## src/rtl/sonar_uc_varredura.sv

```systemverilog
`default_nettype none
// ============================================================================
//  Module      : sonar_uc_varredura
//  Description : Control unit for a scanning sonar. For each servo angle it
//                waits for the servo to settle, requests a measurement with
//                bounded retries, and sends an 8-character frame before
//                stepping to the next angle.
//  Revision    : 1.0 - initial release
// ============================================================================
module sonar_uc_varredura #(
    parameter int SETTLE_CYCLES  = 25000000,
    parameter int TIMEOUT_CYCLES = 5000000,
    parameter int MAX_TENTATIVAS = 3
) (
    input  logic       clock,
    input  logic       reset,
    input  logic       ligar,
    input  logic       fim_medida,
    input  logic       fim_digito,
    input  logic       fim_envio,
    output logic       zera,
    output logic       medir,
    output logic       comeca_transmissao,
    output logic       conta_digito,
    output logic       conta_angulo,
    output logic       pronto,
    output logic       erro_medida,
    output logic [3:0] db_estado
);

    localparam int SETTLE_W  = (SETTLE_CYCLES  > 1) ? $clog2(SETTLE_CYCLES)  : 1;
    localparam int TIMEOUT_W = (TIMEOUT_CYCLES > 1) ? $clog2(TIMEOUT_CYCLES) : 1;

    // Terminal counts: the counter value seen on the last cycle in the state
    localparam logic [SETTLE_W-1:0]  SETTLE_LAST  = SETTLE_W'(SETTLE_CYCLES - 1);
    localparam logic [TIMEOUT_W-1:0] TIMEOUT_LAST = TIMEOUT_W'(TIMEOUT_CYCLES - 1);
    localparam logic [2:0]           MAX_T        = 3'(MAX_TENTATIVAS);

    localparam logic [3:0] S_INICIAL        = 4'd0;
    localparam logic [3:0] S_PREPARA        = 4'd1;
    localparam logic [3:0] S_ESPERA_SERVO   = 4'd2;
    localparam logic [3:0] S_DISPARA        = 4'd3;
    localparam logic [3:0] S_ESPERA_MEDIDA  = 4'd4;
    localparam logic [3:0] S_TRANSMITE      = 4'd5;
    localparam logic [3:0] S_ESPERA_DIGITO  = 4'd6;
    localparam logic [3:0] S_PROXIMO_DIGITO = 4'd7;
    localparam logic [3:0] S_FIM_FRAME      = 4'd8;
    localparam logic [3:0] S_PROXIMO_ANGULO = 4'd9;

    logic [3:0]           state;
    logic [3:0]           next_state;
    logic [SETTLE_W-1:0]  settle_cnt;
    logic [TIMEOUT_W-1:0] timeout_cnt;
    logic [2:0]           tentativas;
    logic                 settle_done;
    logic                 timeout_done;
    logic                 tentativas_esgotadas;

    assign settle_done          = (settle_cnt == SETTLE_LAST);
    assign timeout_done         = (timeout_cnt == TIMEOUT_LAST);
    assign tentativas_esgotadas = (tentativas >= MAX_T);

    // State register
    always_ff @(posedge clock or negedge reset) begin
        if (!reset) begin
            state <= S_INICIAL;
        end else begin
            state <= next_state;
        end
    end

    // Next-state logic; unused codes fall back to INICIAL
    always_comb begin
        next_state = S_INICIAL;
        case (state)
            S_INICIAL:        next_state = ligar ? S_PREPARA : S_INICIAL;
            S_PREPARA:        next_state = S_ESPERA_SERVO;
            S_ESPERA_SERVO:   next_state = settle_done ? S_DISPARA : S_ESPERA_SERVO;
            S_DISPARA:        next_state = S_ESPERA_MEDIDA;
            S_ESPERA_MEDIDA: begin
                // A measurement arriving on the timeout cycle still wins
                if (fim_medida)
                    next_state = S_TRANSMITE;
                else if (timeout_done)
                    next_state = tentativas_esgotadas ? S_TRANSMITE : S_DISPARA;
                else
                    next_state = S_ESPERA_MEDIDA;
            end
            S_TRANSMITE:      next_state = S_ESPERA_DIGITO;
            S_ESPERA_DIGITO: begin
                if (fim_digito)
                    next_state = fim_envio ? S_FIM_FRAME : S_PROXIMO_DIGITO;
                else
                    next_state = S_ESPERA_DIGITO;
            end
            S_PROXIMO_DIGITO: next_state = S_TRANSMITE;
            S_FIM_FRAME:      next_state = S_PROXIMO_ANGULO;
            S_PROXIMO_ANGULO: next_state = ligar ? S_ESPERA_SERVO : S_INICIAL;
            default:          next_state = S_INICIAL;
        endcase
    end

    // Moore output decode from the registered state
    always_comb begin
        zera               = 1'b0;
        medir              = 1'b0;
        comeca_transmissao = 1'b0;
        conta_digito       = 1'b0;
        conta_angulo       = 1'b0;
        pronto             = 1'b0;
        db_estado          = state;
        case (state)
            S_PREPARA:        zera               = 1'b1;
            S_DISPARA:        medir              = 1'b1;
            S_TRANSMITE:      comeca_transmissao = 1'b1;
            S_PROXIMO_DIGITO: conta_digito       = 1'b1;
            S_FIM_FRAME: begin
                // Extra count wraps the character counter back to 0
                conta_digito = 1'b1;
                pronto       = 1'b1;
            end
            S_PROXIMO_ANGULO: conta_angulo       = 1'b1;
            default:          db_estado          = state;
        endcase
    end

    // Settle counter: held at zero outside ESPERA_SERVO, saturates at terminal count
    always_ff @(posedge clock or negedge reset) begin
        if (!reset) begin
            settle_cnt <= '0;
        end else if (state != S_ESPERA_SERVO) begin
            settle_cnt <= '0;
        end else if (!settle_done) begin
            settle_cnt <= settle_cnt + 1'b1;
        end
    end

    // Echo timeout counter: cleared on each trigger, saturates at terminal count
    always_ff @(posedge clock or negedge reset) begin
        if (!reset) begin
            timeout_cnt <= '0;
        end else if (state == S_DISPARA) begin
            timeout_cnt <= '0;
        end else if (state == S_ESPERA_MEDIDA && !timeout_done) begin
            timeout_cnt <= timeout_cnt + 1'b1;
        end
    end

    // Attempt counter: one count per trigger, cleared when a new angle begins
    always_ff @(posedge clock or negedge reset) begin
        if (!reset) begin
            tentativas <= '0;
        end else if (state == S_PREPARA || state == S_PROXIMO_ANGULO) begin
            tentativas <= '0;
        end else if (state == S_DISPARA && tentativas != 3'd7) begin
            tentativas <= tentativas + 3'd1;
        end
    end

    // Sticky measurement error: updated only when leaving ESPERA_MEDIDA
    always_ff @(posedge clock or negedge reset) begin
        if (!reset) begin
            erro_medida <= 1'b0;
        end else if (state == S_ESPERA_MEDIDA) begin
            if (fim_medida)
                erro_medida <= 1'b0;
            else if (timeout_done && tentativas_esgotadas)
                erro_medida <= 1'b1;
        end
    end

endmodule
`default_nettype wire
```

## config.mk

```make
export PLATFORM = sky130hd
export DESIGN_NAME = sonar_uc_varredura
export DESIGN_NICKNAME = d
export VERILOG_FILES = /design/src/rtl/sonar_uc_varredura.sv
export SDC_FILE = /design/constraint.sdc
export NUM_CORES = 1
export LEC_CHECK = 0
export CORE_ASPECT_RATIO = 2
export CORE_MARGIN = 3
export CORE_UTILIZATION = 50
export DETAILED_ROUTE_END_ITERATION = 10
export HOLD_SLACK_MARGIN = 0.15
export PLACE_DENSITY = 0.71
export SLEW_MARGIN = 20
export SYNTH_ARGS = -nofsm -noshare
export SYNTH_HDL_FRONTEND = slang
export SYNTH_SLANG_ARGS = --single-unit
```

## constraint.sdc

```tcl
create_clock -name clock -period 7.2 [get_ports clock]
set_clock_uncertainty 0.2 [all_clocks]
set_input_delay 1.44 -clock clock [delete_from_list [all_inputs] [get_ports clock]]
set_output_delay 1.44 -clock clock [all_outputs]
set_load 0.01 [all_outputs]
```

==> results_dict.tcl, run 1 <==
set metrics [dict create \
    wl_per_cell_um 16.6 \
    syn_area_um2 2980 \
    p_leak_nw 1.38 \
    antenna_found_initial 0 \
    finalWorstSetupSlack_ps 3200 \
    tightest_slew_ps 837 \
    reg2reg_from "settle_cnt[15]" \
    synth-async-reset-ratio_pct 100 \
    most-common-layout-cells "dfrtp_1, nor2_1, xor2_1, nand2_1, nand3_1" \
    synth_fp_nets 325 \
    clk_latency_ps 300 \
    nFillCells 529 \
    hold_class "flop to flop" \
    final_area_um2 3350 \
    grt_max_degree 57 \
    drive_above_1_share_pct 6.02 \
    cts_root_buffer "clkbuf_16" \
    n_antenna_cell 0 \
    final_common_cell "dfrtp_1" \
    coreArea_um2 5760 \
    place.gp.congestion 0.807 \
    dp_hpwl_um 4810 \
    fp.dieW_um 60.6 \
    route.detailed.drc 0 \
    path_max_fanout 18 \
    dr_total_vias 2369 \
    period_minus_slack_ps 4000 \
    cts_resized 0 \
    period_share_pct 55.5 \
    cts_tree "built" \
    powerDensity_nw_per_um2 263 \
    syn_to_final_growth_pct 12.2 \
    dr.pass1.iters 6 \
    die_area_um2 6980 \
    num-nets-final 342 \
    clk_pin_slew_ps 70 \
    port_buffers 16 \
    yosys_warnings 0 \
    post-place-ws_ps 3500 \
    fin_setup_tns_ps 0 \
    grt_pass1_vias 2552 \
    hp-start "timeout_cnt[22]" \
    worstPathRequired_ps 5560 \
    synth-seq-cells 56 \
    cts_buffer_depth 2 \
    status "finished, final reports clean" \
    grt_overflow 0 \
    routed_wl_um 6540 \
    h-tree-depth 2 \
    grt_usage_pct 21.6 \
    critPathLaunchType "flop" \
    cts.sink_count 56 \
    grt_pass1_wl_um 11400 \
    placementRows 39 \
    max_freq_mhz 250 \
    ys.flop_type "dfrtp_1" \
    viasPerCell 6.03 \
    yosysSeqAreaShare_pct 47.0 \
    critPathArrivalTime_ps 2360 \
    setup_violations 0 \
    antenna_left 0 \
    cts_setup_buffers 0 \
    timing.slew.headroom_pct 43.7 \
    p_total_mw 0.879 \
    initial_core_util_pct 51.8 \
    cts-buffers-inserted 5 \
    rsz0062_at_grt "no" \
    hold_buffers 0 \
    postSynthAreaPerCell_um2 9.50 \
    syn-instance-count 314 \
    postPlaceCellArea_um2 3180 \
    io_pins 17 \
    synth-edff-count 0 \
    crit_path_start "db_estado[3]" \
    cap_violations 0 \
    drv_slew 0 \
    endpoint_kind "output pin" \
    synth_cell_types 49 \
    path_class "flop to output pin" \
    finalHoldViolCount 0 \
    drt_iter0_drc 77 \
    die_y_um 115 \
    ir_worst_vdd_mv 0.241 \
]
[area by class of cell]
cell class	count	area [um^2]	share of cell area (%)
multi-input combinational	245	1520	45.3
sequential	56	1400	41.9
timing repair buffer	18	170	5.08
clock buffer	6	129	3.85
tap	61	76.3	2.28
clock inverter	2	35.0	1.05
inverter	5	18.8	0.561
[worst max-delay path, cell delays in order, from the launching register on]
cell and delay, ps:
dfrtp_1 480, nor2_1 270, nand3_1 300, clkinv_1 400
clkdlybuf4s50_1 620
[metrics by stage]
step | util (%) | cells | hold slack, ps
2_1_floorplan | - | 314 | 236
3_3_place_gp | 55.3 | 385 | 273
3_5_place_dp | 55.3 | 385 | 274
4_1_cts | 58.1 | 393 | 286
5_1_grt | 58.1 | 393 | 338
6_report | 58.1 | 393 | 281
[routing by layer]
layer  share of wire, %  up-vias  GRT usage (%)
met1                 36     1159           20.9
met5                  0        -              0
li1                   -     1149              -
met2                 58       39           40.0
met3                2.2       22           3.82
met4                4.3        0           12.3
[final timing paths]
check / end / slack (ps) / depth (start not counted)
worst min-delay path: timeout_cnt[22] / 280 / 1
max in group asynchronous: erro_medida / 5250 / 2
min in group asynchronous: settle_cnt[8] / 1050 / 2
worst min register to register: timeout_cnt[22] / 280 / 1
worst max-delay path: medir / 3200 / 4
worst max register to register: settle_cnt[16] / 4660 / 5
[flip-flops by register name, indices dropped and copies added (netlist names)]
signal	count
settle_cnt	25
db_estado	4
tentativas	3
erro_medida	1
timeout_cnt	23
[where the power goes]
| part | internal, mW | switching [mW] | leakage [nW] | total, mW |
|---|---|---|---|---|
| registers | 0.345 | 0.0415 | 0.769 | 0.386 |
| clock network | 0.164 | 0.110 | 0.0808 | 0.273 |
| logic | 0.0902 | 0.129 | 0.534 | 0.219 |
[cells in the mapped netlist (all sizes together), types with 4 or more instances]
master / n / area share (%)
dfrtp: 56 / 47
clkbuf: 5 / 0.63
a21oi: 12 / 2.0
nor2: 49 / 6.4
xor2: 27 / 7.9
o21ai: 16 / 2.7
inv: 4 / 0.50
and3: 7 / 1.5
xnor2: 9 / 2.6
nand2: 24 / 3.1
nand4: 12 / 3.0
ha: 5 / 2.1
or3: 7 / 1.5
and4: 7 / 2.1
nor3: 8 / 1.3
nand3: 20 / 3.4
[logic make-up (layout without fill, tap and decap cells)]
| logic type | after synthesis | after routing | share of synthesized area (%) |
|---|---|---|---|
| xor+xnor | 36 | 36 | 10.6 |
| buf+inv | 13 | 31 | 2.18 |
| simple gates | 153 | 153 | 27.4 |
| fa+ha+maj | 5 | 5 | 2.10 |
| flops | 56 | 56 | 47.0 |
| compound gates | 49 | 49 | 10.1 |
| mux | 2 | 2 | 0.671 |
(Power assumes the default switching activity.)
==> run 2: changes to the inputs <==
==> constraint.sdc (replaced) <==
create_clock -name clock -period 3.75 [get_ports clock]
set_clock_uncertainty 0.2 [all_clocks]
set_input_delay 0.75 -clock clock [delete_from_list [all_inputs] [get_ports clock]]
set_output_delay 0.75 -clock clock [all_outputs]
set_load 0.01 [all_outputs]
==> run 2 against run 1 <==
Net effect:
- register-to-register slack lost 3400 ps
- design area rose by 0.79%
- routed wire length down 2.3%
- power increased by 96%
- critical path type unchanged
- critical endpoint unchanged
- largest power group unchanged
==> results_dict.tcl, run 2 (synthesized netlist as in run 1, its figures left out) <==
set metrics [dict create \
    routed_wl_um 6390 \
    clk_latency_ps 300 \
    hold_class "flop to flop" \
    antenna_left 0 \
    dr.pass1.iters 4 \
    grt_pass1_wl_um 10900 \
    path_class "flop to output pin" \
    period_minus_slack_ps 3210 \
    stdcell_count 394 \
    io_pins 17 \
    multi_input_area_um2 1520 \
    ir_worst_vdd_mv 0.448 \
    cts_setup_buffers 0 \
    critPathLaunchType "flop" \
    regArea_um2 1400 \
    status "finished, final reports clean" \
    placementRows 39 \
    worstPathRequired_ps 2800 \
    dr_total_vias 2374 \
    max_freq_mhz 312 \
    postPlaceCellArea_um2 3190 \
    cts-buffers-inserted 5 \
    h-tree-depth 2 \
    route.detailed.drc 0 \
    port_buffers 16 \
    top_register "settle_cnt" \
    most-common-layout-cells "dfrtp_1, nor2_1, xor2_1, nand2_1, nand3_1" \
    drt_iter0_drc 96 \
    hold_buffers 0 \
    final_area_um2 3370 \
    dp_hpwl_um 4680 \
    syn_to_final_growth_pct 13.1 \
    grt_max_degree 57 \
    nFillCells 521 \
    drv_slew 0 \
    timing.slew.headroom_pct 42.6 \
    grt_pass1_vias 2377 \
    wl_per_cell_um 16.2 \
    fin_setup_tns_ps 0 \
    rsz0062_at_grt "no" \
    dp.cells 386 \
    cts_root_buffer "clkbuf_16" \
    grt_overflow 0 \
    die_area_um2 6980 \
    fp.dieW_um 60.6 \
    initial_core_util_pct 51.8 \
    endpoint_kind "output pin" \
    powerDensity_nw_per_um2 510 \
    num-nets-final 343 \
    place.gp.congestion 0.851 \
    coreArea_um2 5760 \
    die_y_um 115 \
    setup_violations 0 \
    critPathArrivalTime_ps 2260 \
    final_common_cell "dfrtp_1" \
    path_max_fanout 18 \
    finalHoldViolCount 0 \
    viasPerCell 6.03 \
    tightest_slew_ps 858 \
    p_leak_nw 1.40 \
    cts_resized 0 \
    cts.sink_count 56 \
    grt_usage_pct 20.6 \
    drive_above_1_share_pct 6.61 \
    cap_violations 0 \
    cts_buffer_depth 2 \
    antenna_found_initial 0 \
    clk_pin_slew_ps 70 \
    cts_tree "built" \
    period_share_pct 85.5 \
    largest_reg_flops 25 \
    n_antenna_cell 0 \
]
run 2: cell types whose count changed in the layout (fill, tap and decap cells not counted):
cell      before  now
buf_4          2    3
clkbuf_1       1    0
clkbuf_8       0    2
clkinv_2       1    0
run 2: cell type report:
class,instances,area share [%]
clock buffers,7,4.53
clock inverters,1,0.890
flip-flops and latches,56,41.5
repair buffers,19,5.27
multi-input cells,245,45.0
well taps,61,2.26
inverters,5,0.556
run 2: stage by stage:
step                      utilization, %  worst slack (ps)  hold slack (ps)  power [mW]
final                               58.6               545              283        1.72
after global routing                58.6               329              304        1.82
after CTS                           58.6               536              286        1.74
after detailed placement            55.4               881              268        1.17
after global placement              55.4               886              269        1.16
after floorplan                        -              1260              236        1.02
run 2: path summary, 6_finish.rpt:
kind / to / depth (start not counted) / start / slack [ps]
max in group asynchronous: timeout_cnt[21] / 2 / reset / 2470
worst min-delay path: timeout_cnt[22] / 1 / timeout_cnt[22] / 280
worst max-delay path: medir / 5 / db_estado[3] / 540
min in group asynchronous: settle_cnt[10] / 2 / reset / 380
worst max register to register: settle_cnt[16] / 5 / settle_cnt[15] / 1230
worst min register to register: timeout_cnt[22] / 1 / timeout_cnt[22] / 280
run 2: worst max-delay path: stages (launching register included):
cell,delay [ps]
dfrtp_1,480
nor2_1,270
nand3_1,310
clkinv_1,110
buf_4,220
clkdlybuf4s50_1,570
run 2: power breakdown:
part / total [mW] / switching, mW / internal (mW)
Clock: 0.561 / 0.210 / 0.352
Combinational: 0.418 / 0.243 / 0.176
Sequential: 0.740 / 0.0781 / 0.662
Total: 1.72 / 0.530 / 1.19
run 2: metal layers:
layer / track usage (%) / wire (um) / vias to the layer above
met3: 3.93 / 151 / 17
li1: - / - / 1152
met1: 21.9 / 2380 / 1157
met5: 0 / 0 / -
met4: 9.12 / 188 / 0
met2: 37.5 / 3670 / 48
==> run 3: changes to the inputs <==
--- a/config.mk
+++ b/config.mk
@@ -6,7 +6,7 @@
 export NUM_CORES = 1
 export LEC_CHECK = 0
 export CORE_ASPECT_RATIO = 2
-export CORE_MARGIN = 3
+export CORE_MARGIN = 2
 export CORE_UTILIZATION = 50
 export DETAILED_ROUTE_END_ITERATION = 10
 export HOLD_SLACK_MARGIN = 0.15
==> run 3 against run 2 <==
Net effect:
- flip-flop and latch count did not move
- global-route usage rose by 2.1 points
- setup slack improved by 200 ps
- highest routed layer unchanged
- sequential share of layout area rose by 0.36 points
- final cell count rose by 0.25%
- critical path depth did not move
- non-clock buffer count rose by 1
- largest cell class unchanged
==> results_dict.tcl, run 3 (synthesized netlist as in run 1, its figures left out) <==
set metrics [dict create \
    place.gp.congestion 0.803 \
    nFillCells 532 \
    fp.dieW_um 58.6 \
    p_leak_nw 1.38 \
    routed_wl_um 6650 \
    h-tree-depth 2 \
    status "finished, final reports clean" \
    grt_max_degree 33 \
    cts-buffers-inserted 5 \
    finalHoldViolCount 0 \
    drv_slew 0 \
    grt_pass1_wl_um 11500 \
    seqPwrFrac_pct 45.1 \
    endpoint_kind "output pin" \
    final_common_cell "dfrtp_1" \
    cap_violations 0 \
    path_max_fanout 8 \
    multi_input_area_um2 1520 \
    port_buffers 16 \
    power.internal_mw 1.11 \
    ir_worst_vdd_mv 0.422 \
    top_layer "met4" \
    coreArea_um2 5760 \
    drt_iter0_drc 95 \
    most-common-layout-cells "dfrtp_1, nor2_1, xor2_1, nand2_1, nand3_1" \
    powerDensity_nw_per_um2 492 \
    clk_pin_slew_ps 70 \
    grt_usage_pct 22.7 \
    top_register "settle_cnt" \
    post-place-ws_ps 1090 \
    cp_slowest_cell "clkdlybuf4s50_1" \
    drive_above_1_share_pct 6.29 \
    critPathArrivalTime_ps 2060 \
    syn_to_final_growth_pct 12.1 \
    largest_reg_flops 25 \
    switching_share_pct 32.7 \
    wl_per_cell_um 16.8 \
    ff2ff_path_depth 5 \
    antenna_left 0 \
    clk_latency_ps 290 \
    dp_hpwl_um 5020 \
    cpPeakStageDelay_ps 540 \
    cts_buffer_depth 2 \
    antenna_found_initial 0 \
    finalWorstSetupSlack_ps 745 \
    clkPwrFrac_pct 28.8 \
    cts_resized 0 \
    placementRows 39 \
    dr_wl_met3_um 146 \
    grt_pass1_vias 2511 \
    grt_overflow 0 \
    dr_total_vias 2381 \
    initial_core_util_pct 51.8 \
    tightest_slew_ps 776 \
    viasPerCell 6.03 \
    cts_tree "built" \
    route.detailed.drc 0 \
    cts_setup_buffers 0 \
    route.met2.wl_um 3840 \
    fin_setup_tns_ps 0 \
    cts.sink_count 56 \
    max_freq_mhz 333 \
    path_class "flop to output pin" \
    timing.slew.headroom_pct 48.1 \
    switching_power_mw 0.538 \
    die_y_um 113 \
    hold_buffers 0 \
    regArea_um2 1400 \
    n_antenna_cell 0 \
    hold_class "flop to flop" \
    period_minus_slack_ps 3010 \
    setup_violations 0 \
    crit_top_cell "nor2_1" \
    dr.pass1.iters 4 \
    path_cells "nor2_1 -> nand2_1 -> nor2_1 -> a21o_1 -> clkdlybuf4s50_1" \
    critPathLaunchType "flop" \
    io_pins 17 \
    met1Wirelength_um 2430 \
    die_area_um2 6640 \
    min_path_cells 1 \
    worstPathRequired_ps 2800 \
    combPwrFrac_pct 26.1 \
    cts_root_buffer "clkbuf_16" \
    num-nets-final 344 \
    period_share_pct 80.1 \
    rsz0062_at_grt "no" \
]
run 3: cell types whose count changed in the layout (fill, tap and decap cells not counted):
cell / before / now
clkbuf_1: 0 / 2
buf_4: 3 / 4
bufinv_16: 1 / 0
clkbuf_8: 2 / 1
run 3: final timing paths:
kind | startpoint | endpoint | slack, ps
hold / removal | timeout_cnt[22] | timeout_cnt[22] | 280
setup / recovery | db_estado[1] | conta_digito | 740
min in group asynchronous | reset | settle_cnt[12] | 310
hold reg to reg | timeout_cnt[22] | timeout_cnt[22] | 280
setup reg to reg | settle_cnt[15] | settle_cnt[16] | 1230
max in group asynchronous | reset | timeout_cnt[12] | 2370
run 3: metrics by stage:
step | cell area (um^2) | std cells | power, mW | hold WS, ps | utilization (%)
2_1_floorplan | 2980 | 314 | 1.02 | 236 | -
3_3_place_gp | 3200 | 387 | 1.17 | 271 | 55.5
3_5_place_dp | 3200 | 387 | 1.19 | 258 | 55.5
4_1_cts | 3340 | 395 | 1.67 | 274 | 58.1
5_1_grt | 3340 | 395 | 1.74 | 281 | 58.1
6_report | 3340 | 395 | 1.64 | 275 | 58.1
run 3: layout make-up:
class | count | area share (%)
clock buffer | 8 | 4.38
timing repair buffer | 20 | 5.54
multi-input combinational | 245 | 45.3
tap | 61 | 2.28
inverter | 5 | 0.561
sequential | 56 | 41.9
run 3: layer usage:
metal / vias to the layer above / GRT usage, %
li1: 1157 / -
met1: 1174 / 23.3
met2: 35 / 42.1
met3: 15 / 3.43
met4: 0 / 11.7
met5: - / 0
run 3: critical path: cells and delay by family, from the launching register on:
family                 cells  cell delay [ps]
buffers and inverters      1              540
AOI/OAI and AO/OA          1              100
and+or+nand+nor            3              670
DFF                        1              460
run 3: power by group through the flow:
stage | clock network [mW] | registers (mW) | logic (mW)
after floorplan | 0 | 0.734 | 0.284
after global placement | 0 | 0.747 | 0.422
after detailed placement | 0 | 0.752 | 0.435
after CTS | 0.488 | 0.740 | 0.437
after global routing | 0.507 | 0.750 | 0.487
final | 0.473 | 0.741 | 0.430
